## src/rtl/unary_decode.sv

```systemverilog
// -----------------------------------------------------------------------------
// unary_decode
//
// Receive end of the comparator-based temporal encoder. Each lane carries a
// unary bitstream; over a fixed window of WIN = 2^INPUT_WIDTH cycles the block
// counts the ones seen on every lane. When the window closes, it presents all
// lane counts in parallel behind a valid/ready handshake.
//
// Configuration macro:
//   UNARY_DECODE_SAT_EN  - when defined, counts are INPUT_WIDTH bits wide and
//                          saturate at 2^INPUT_WIDTH-1. When undefined, counts
//                          are INPUT_WIDTH+1 bits wide and an all-ones window
//                          reads exactly WIN.
//
// Ports:
//   clk        in   1              clock
//   rst_n      in   1              asynchronous active-low reset
//   start      in   1              pulse that opens a window (IDLE, or DONE
//                                  together with a completed handshake)
//   clear      in   1              synchronous abort, overrides everything
//   in_bits    in   DIM_A          one unary bit per lane
//   out        out  DIM_A x CW     registered per-lane counts, lane i at out[i]
//   out_valid  out  1              result available (DONE state)
//   out_ready  in   1              consumer accepts the result
//   busy       out  1              window in progress (ACCUM state)
// -----------------------------------------------------------------------------
module unary_decode #(
   parameter int DIM_A       = 16,
   parameter int INPUT_WIDTH = 8,
`ifdef UNARY_DECODE_SAT_EN
   localparam int CW         = INPUT_WIDTH
`else
   localparam int CW         = INPUT_WIDTH + 1
`endif
) (
   input  logic                      clk,
   input  logic                      rst_n,
   input  logic                      start,
   input  logic                      clear,
   input  logic [DIM_A-1:0]          in_bits,
   output logic [DIM_A-1:0][CW-1:0]  out,
   output logic                      out_valid,
   input  logic                      out_ready,
   output logic                      busy
);

   typedef enum logic [1:0] {
      IDLE,
      ACCUM,
      DONE
   } state_t;

   state_t                     state;
   state_t                     state_next;

   logic [DIM_A-1:0][CW-1:0]   acc;
   logic [DIM_A-1:0][CW-1:0]   acc_sum;
   logic [INPUT_WIDTH-1:0]     wcnt;
   logic                       wcnt_last;

   logic                       zero_acc;
   logic                       accumulate;
   logic                       load_out;

   assign wcnt_last = (wcnt == {INPUT_WIDTH{1'b1}});
   assign busy      = (state == ACCUM);
   assign out_valid = (state == DONE);

   // State register.
   always_ff @(posedge clk or negedge rst_n) begin
      if (!rst_n) begin
         state <= IDLE;
      end else begin
         state <= state_next;
      end
   end

   // Next-state logic and datapath controls. clear is applied last so that it
   // overrides start, the handshake and the end-of-window transition.
   always_comb begin
      state_next = state;
      zero_acc   = 1'b0;
      accumulate = 1'b0;
      load_out   = 1'b0;

      case (state)
         IDLE: begin
            if (start) begin
               state_next = ACCUM;
               zero_acc   = 1'b1;
            end
         end
         ACCUM: begin
            accumulate = 1'b1;
            if (wcnt_last) begin
               state_next = DONE;
               load_out   = 1'b1;
            end
         end
         DONE: begin
            if (out_ready) begin
               if (start) begin
                  state_next = ACCUM;
                  zero_acc   = 1'b1;
               end else begin
                  state_next = IDLE;
               end
            end
         end
         default: begin
            state_next = IDLE;
         end
      endcase

      if (clear) begin
         state_next = IDLE;
         zero_acc   = 1'b1;
         accumulate = 1'b0;
         load_out   = 1'b0;
      end
   end

   // Per-lane add of this cycle's sample. The result also feeds the output
   // register on the final cycle, so the last sample lands in out directly.
   always_comb begin
      acc_sum = acc;
      for (int i = 0; i < DIM_A; i++) begin
`ifdef UNARY_DECODE_SAT_EN
         if (acc[i] == {CW{1'b1}}) begin
            acc_sum[i] = acc[i];
         end else begin
            acc_sum[i] = acc[i] + CW'(in_bits[i]);
         end
`else
         acc_sum[i] = acc[i] + CW'(in_bits[i]);
`endif
      end
   end

   // Accumulators, window counter and output register. out is only loaded on
   // the edge that enters DONE, so it holds through IDLE, clear and the next
   // window.
   always_ff @(posedge clk or negedge rst_n) begin
      if (!rst_n) begin
         acc  <= '0;
         wcnt <= '0;
         out  <= '0;
      end else begin
         if (zero_acc) begin
            acc  <= '0;
            wcnt <= '0;
         end else if (accumulate) begin
            acc  <= acc_sum;
            wcnt <= wcnt + INPUT_WIDTH'(1);
         end
         if (load_out) begin
            out <= acc_sum;
         end
      end
   end

endmodule

```

## config.mk

```make
export PLATFORM = sky130hd
export DESIGN_NAME = unary_decode
export DESIGN_NICKNAME = d
export VERILOG_FILES = /design/src/rtl/unary_decode.sv
export SDC_FILE = /design/constraint.sdc
export NUM_CORES = 1
export LEC_CHECK = 0
export CORE_ASPECT_RATIO = 0.6
export CORE_MARGIN = 2
export CORE_UTILIZATION = 41
export CTS_CLUSTER_DIAMETER = 50
export CTS_CLUSTER_SIZE = 24
export DETAILED_ROUTE_END_ITERATION = 10
export SETUP_SLACK_MARGIN = 0.1
export SYNTH_ARGS = -nofsm -noshare
export SYNTH_HDL_FRONTEND = slang
export SYNTH_SLANG_ARGS = --single-unit
```

## constraint.sdc

```tcl
create_clock -name clk -period 4.7 [get_ports clk]
set_input_delay 1.175 -clock clk [delete_from_list [all_inputs] [get_ports clk]]
set_output_delay 1.175 -clock clk [all_outputs]
set_load 0.1 [all_outputs]
```

-- Word level (Yosys, flattened, before mapping)
Cells that the tools add are included.
- register bits after elaboration: 298
- word-level logic and storage cells: 79
- output and inout bits: 146
- eq/ne operators: 6
- add/subtract/negate cells: 17
- reductions and logical operators: 3
- mux-type cells: 19
- operator list (cell ; number):
    $mux 144 ; 2
    $add 9x1->9 ; 16
    $mux 8 ; 2
    $mux 1 ; 9
    $add 8x1->8 const B ; 1
    $eq 8x8->1 const B ; 1
    $mux 2 ; 4
    $ne 3x2->1 const B ; 2
    $pmux 2 s3 ; 1
    $ne 3x3->1 const B ; 1
    $reduce_and 3->1 ; 1
    $eq 2x1->1 const B ; 1
    $eq 2x2->1 const B ; 1
    $logic_not 2->1 ; 1
    $pmux 1 s2 ; 1
    $reduce_bool 2->1 ; 1

-- Logic depth before layout (Yosys ltp)
- depth in word-level cells: 5
- mapped depth: 9
- mapped depth without buffers: 6

-- Worst setup path before layout
Ideal clock, no wire load.
- kind: flip-flop to output port
- from: reg state[0]
- to: out busy
- path slack: 1.663 ns
- data arrival time: 1.862 ns
- path buffers: 0
- data required time: 3.525 ns
- stages on the path, launching flop included: 2
- cells stage by stage: dfrtp_1 -> nor2b_1
- word-level cells in the longest chain between the ends: 1
- ends and longest elaborated chain (element ; RTL line ; source):
    start: declaration ; 53 ; state_t state;
    start signal: assignment ; 74 ; state <= state_next;
    $eq 2x1->1 ; 66 ; assign busy = (state == ACCUM);
    end: declaration ; 44 ; output logic busy
Every way passes these cells.

-- Final worst setup path
Ends and elaborated chain as after synthesis.

==> run_results.csv <==
group,metric,value,unit
power,switching_share,0.2541,
power,p_clk_frac,0.447,
setup_path,r2r_cells,5,
setup_path,arrival,2.59,ns
logic_synthesis,avgSynthCellArea,10.36,um^2
final_layout,drive_gt1_frac,0.07525,
clocking,cts_buffer_depth,3,
power,p_int,3.870,mW
detailed_routing,dr.pass1.iters,5,
detailed_routing,wl_met1,17.22,mm
timing,min_period_over_period,0.8011,
clocking,cts_root_buffer,"clkbuf_16",
timing,worst_slew_pin_slew,1.104,ns
final_layout,finalNonFillerCells,1974,
logic_synthesis,synth_nets,1421,
detailed_routing,wl_met3,1.392,mm
timing,setup_viol,0,
global_routing,first_global_vias,10106,
logic_synthesis,synth_ff_type,"dfrtp_1",
global_routing,antenna_found_initial,0,
clocking,clkLatencyLatePin,0.56,ns
power,p_sw,1.318,mW
detailed_routing,ant_nets,0,
clocking,cts_setup_buffers,0,
placement,dp.cells,1924,
timing,slew_violations,0,
final_layout,layout_commonest_cell,"dfrtp_1",
detailed_routing,vias,10489,
power,seq_power_share,0.499,
logic_synthesis,syn_area,14170,um^2
clocking,post_cts_resized,0,
global_routing,grt_usage,0.1881,
timing,slew-limit-headroom,0.2618,
detailed_routing,drc,0,
detailed_routing,drt_iter0_drc,598,
timing,setup_tns,0,ns
floorplanning,dieArea,36100,um^2
clocking,cts_tree,"yes",
power,combPwrFrac,0.054,
power,max-vdd-ir-drop,236.0,uV
final_layout,areaGrowthSynthToFinish,21.35,%
detailed_routing,avgRoutedWirePerCell,16.89,um
timing,hold_viol,0,
global_routing,grt_max_degree,147,
power,p_leak,8.167,nW
setup_path,worstSetupPathType,"reg -> out",
logic_synthesis,async_reset_ff_frac,1.000,
floorplanning,die_h,148.0,um
final_layout,final_cell_mix,"dfrtp_1 (298), clkdlybuf4s50_1 (165), nand2_1 (160), o21ai_0 (118), nand3_1 (77)",
detailed_routing,route.top_layer_used,"met4",
placement,finalWeightedCongestion,0.7752,
setup_path,worstPathRequired,3.52,ns
logic_synthesis,ys_warn_count,0,
worst_hold_path,hp-class,"reg -> reg",
global_routing,grt_remaining_overflow,0,
timing,finalClockSkew,0.01825,ns
worst_hold_path,whs_path_depth,2,
logic_synthesis,synth-seq-cells,298,
placement,numPortBuffers,166,
setup_path,end_kind,"output pin",
global_routing,grt_first_pass_wirelength,55.46,mm
clocking,cts.clk_slew.worst_paths,0.07,ns
final_layout,final_nets,1548,
clocking,numCtsBuffers,27,
timing,min_period,3.765,ns
final_layout,n_antenna_cell,0,
logic_synthesis,ys_seq_area_frac,0.5264,
logic_synthesis,yosysUniqueCellTypes,44,
setup_path,worstPathMaxFanout,9,
power,power.density,301.8,nW/um^2
detailed_routing,met2_length,14.12,mm
detailed_routing,avgViaCountPerCell,5.314,
floorplanning,core-area,33900,um^2
clocking,ctsHoldBuffers,0,
detailed_routing,finalWirelength,33.34,mm
run,cap_violations,0,
floorplanning,boundaryPins,167,
run_status,outcome,"finished clean",
floorplanning,die_w,244.0,um
floorplanning,placementRows,52,
timing,fmax,265.6,MHz
logic_synthesis,synth_edf_count,0,
floorplanning,start_util,0.4179,
clocking,cts_num_sinks,298,
placement,hpwl,20.92,mm
logic_synthesis,syn_inst,1367,
timing,rsz0062_at_grt,"no",
clocking,h-tree-depth,1,
setup_path,start_kind,"flop",
## final timing paths
path	from	to	slack, ns
max	state[0]	busy	0.93
min	out[122]	out[122]	0.48
min in group asynchronous	rst_n	out[90]	0.64
min reg2reg	out[122]	out[122]	0.48
max reg2reg	wcnt[0]	out[109]	2.40
max in group asynchronous	rst_n	acc[57]	3.03
## cell type report
type,instances,area (um^2)
inverter,20,75.07
fill,3055,16710
clock buffer,32,724.4
timing repair buffer,182,1849
multi-input combinational,965,6300
tap,459,574.3
clock inverter,18,210.2
sequential,298,7457
## cells by family after synthesis
group | count (synthesis) | synth area share
adders and majority gates | 33 | 0.02915
DFF | 298 | 0.5264
AOI/OAI and AO/OA | 290 | 0.1381
buffers and inverters | 104 | 0.03056
xor gates and xnor gates | 102 | 0.06306
and+or+nand+nor | 491 | 0.1712
muxes | 49 | 0.04151
## sequential cells by signal (all words and copies together) (netlist names)
signal	count
wcnt	8
acc	144
state	2
out	144
## cells in the mapped netlist, drive strengths merged, types with 2 or more instances
cell | count | area [um^2]
dfrtp | 298 | 7457
nand2 | 160 | 600.6
o21ai | 129 | 645.6
nand3 | 77 | 385.4
xor2 | 63 | 551.8
clkbuf | 62 | 232.7
nor3 | 62 | 310.3
and3 | 61 | 381.6
a22o | 57 | 499.2
nor2 | 47 | 176.4
mux2 | 42 | 518.0
xnor2 | 39 | 341.6
a211o | 37 | 324.1
ha | 33 | 412.9
nor2b | 32 | 200.2
buf | 22 | 125.1
a21o | 19 | 142.6
inv | 19 | 71.32
or3 | 16 | 100.1
o22ai | 12 | 75.07
a21oi | 11 | 55.05
and2 | 8 | 50.05
and4 | 8 | 70.07
nand4 | 8 | 56.30
mux2i | 7 | 70.07
nand2b | 7 | 43.79
a221o | 6 | 60.06
a22oi | 5 | 37.54
a2bb2oi | 5 | 43.79
nor3b | 3 | 33.78
o2bb2ai | 3 | 26.28
o211ai | 2 | 15.01
o311ai | 2 | 17.52
## through the flow
stage | hold WS (ns) | worst slack [ns] | utilization | total power [mW] | instance area (um^2)
detailed placement | 0.4694 | 0.9638 | 0.4796 | 2.926 | 16260
CTS | 0.4854 | 0.9192 | 0.5071 | 5.271 | 17190
global placement | 0.4642 | 1.027 | 0.4796 | 2.923 | 16260
finish | 0.4781 | 0.9349 | 0.5071 | 5.189 | 17190
floorplan | 0.4701 | 1.663 | - | 2.782 | 14170
global route | 0.5120 | 0.8276 | 0.5071 | 5.411 | 17190
## power groups by stage
stage | Sequential [mW] | Combinational, mW | Clock (mW)
CTS | 2.59 | 0.290 | 2.39
detailed placement | 2.64 | 0.289 | 0
global route | 2.59 | 0.318 | 2.50
finish | 2.59 | 0.283 | 2.32
global placement | 2.64 | 0.287 | 0
floorplan | 2.63 | 0.147 | 0
## critical path, stage by stage (launching register included)
cell             delay, ns
dfrtp_1               0.49
nor2b_1               0.35
clkdlybuf4s50_1       1.20
## layer usage
layer	global-route usage	vias to the layer above
met1	0.2921	5146
li1	-	5118
met3	0.03177	40
met2	0.2750	185
met4	0.03780	0
met5	0	-
Note: power is estimated with default switching activity, not from simulation.
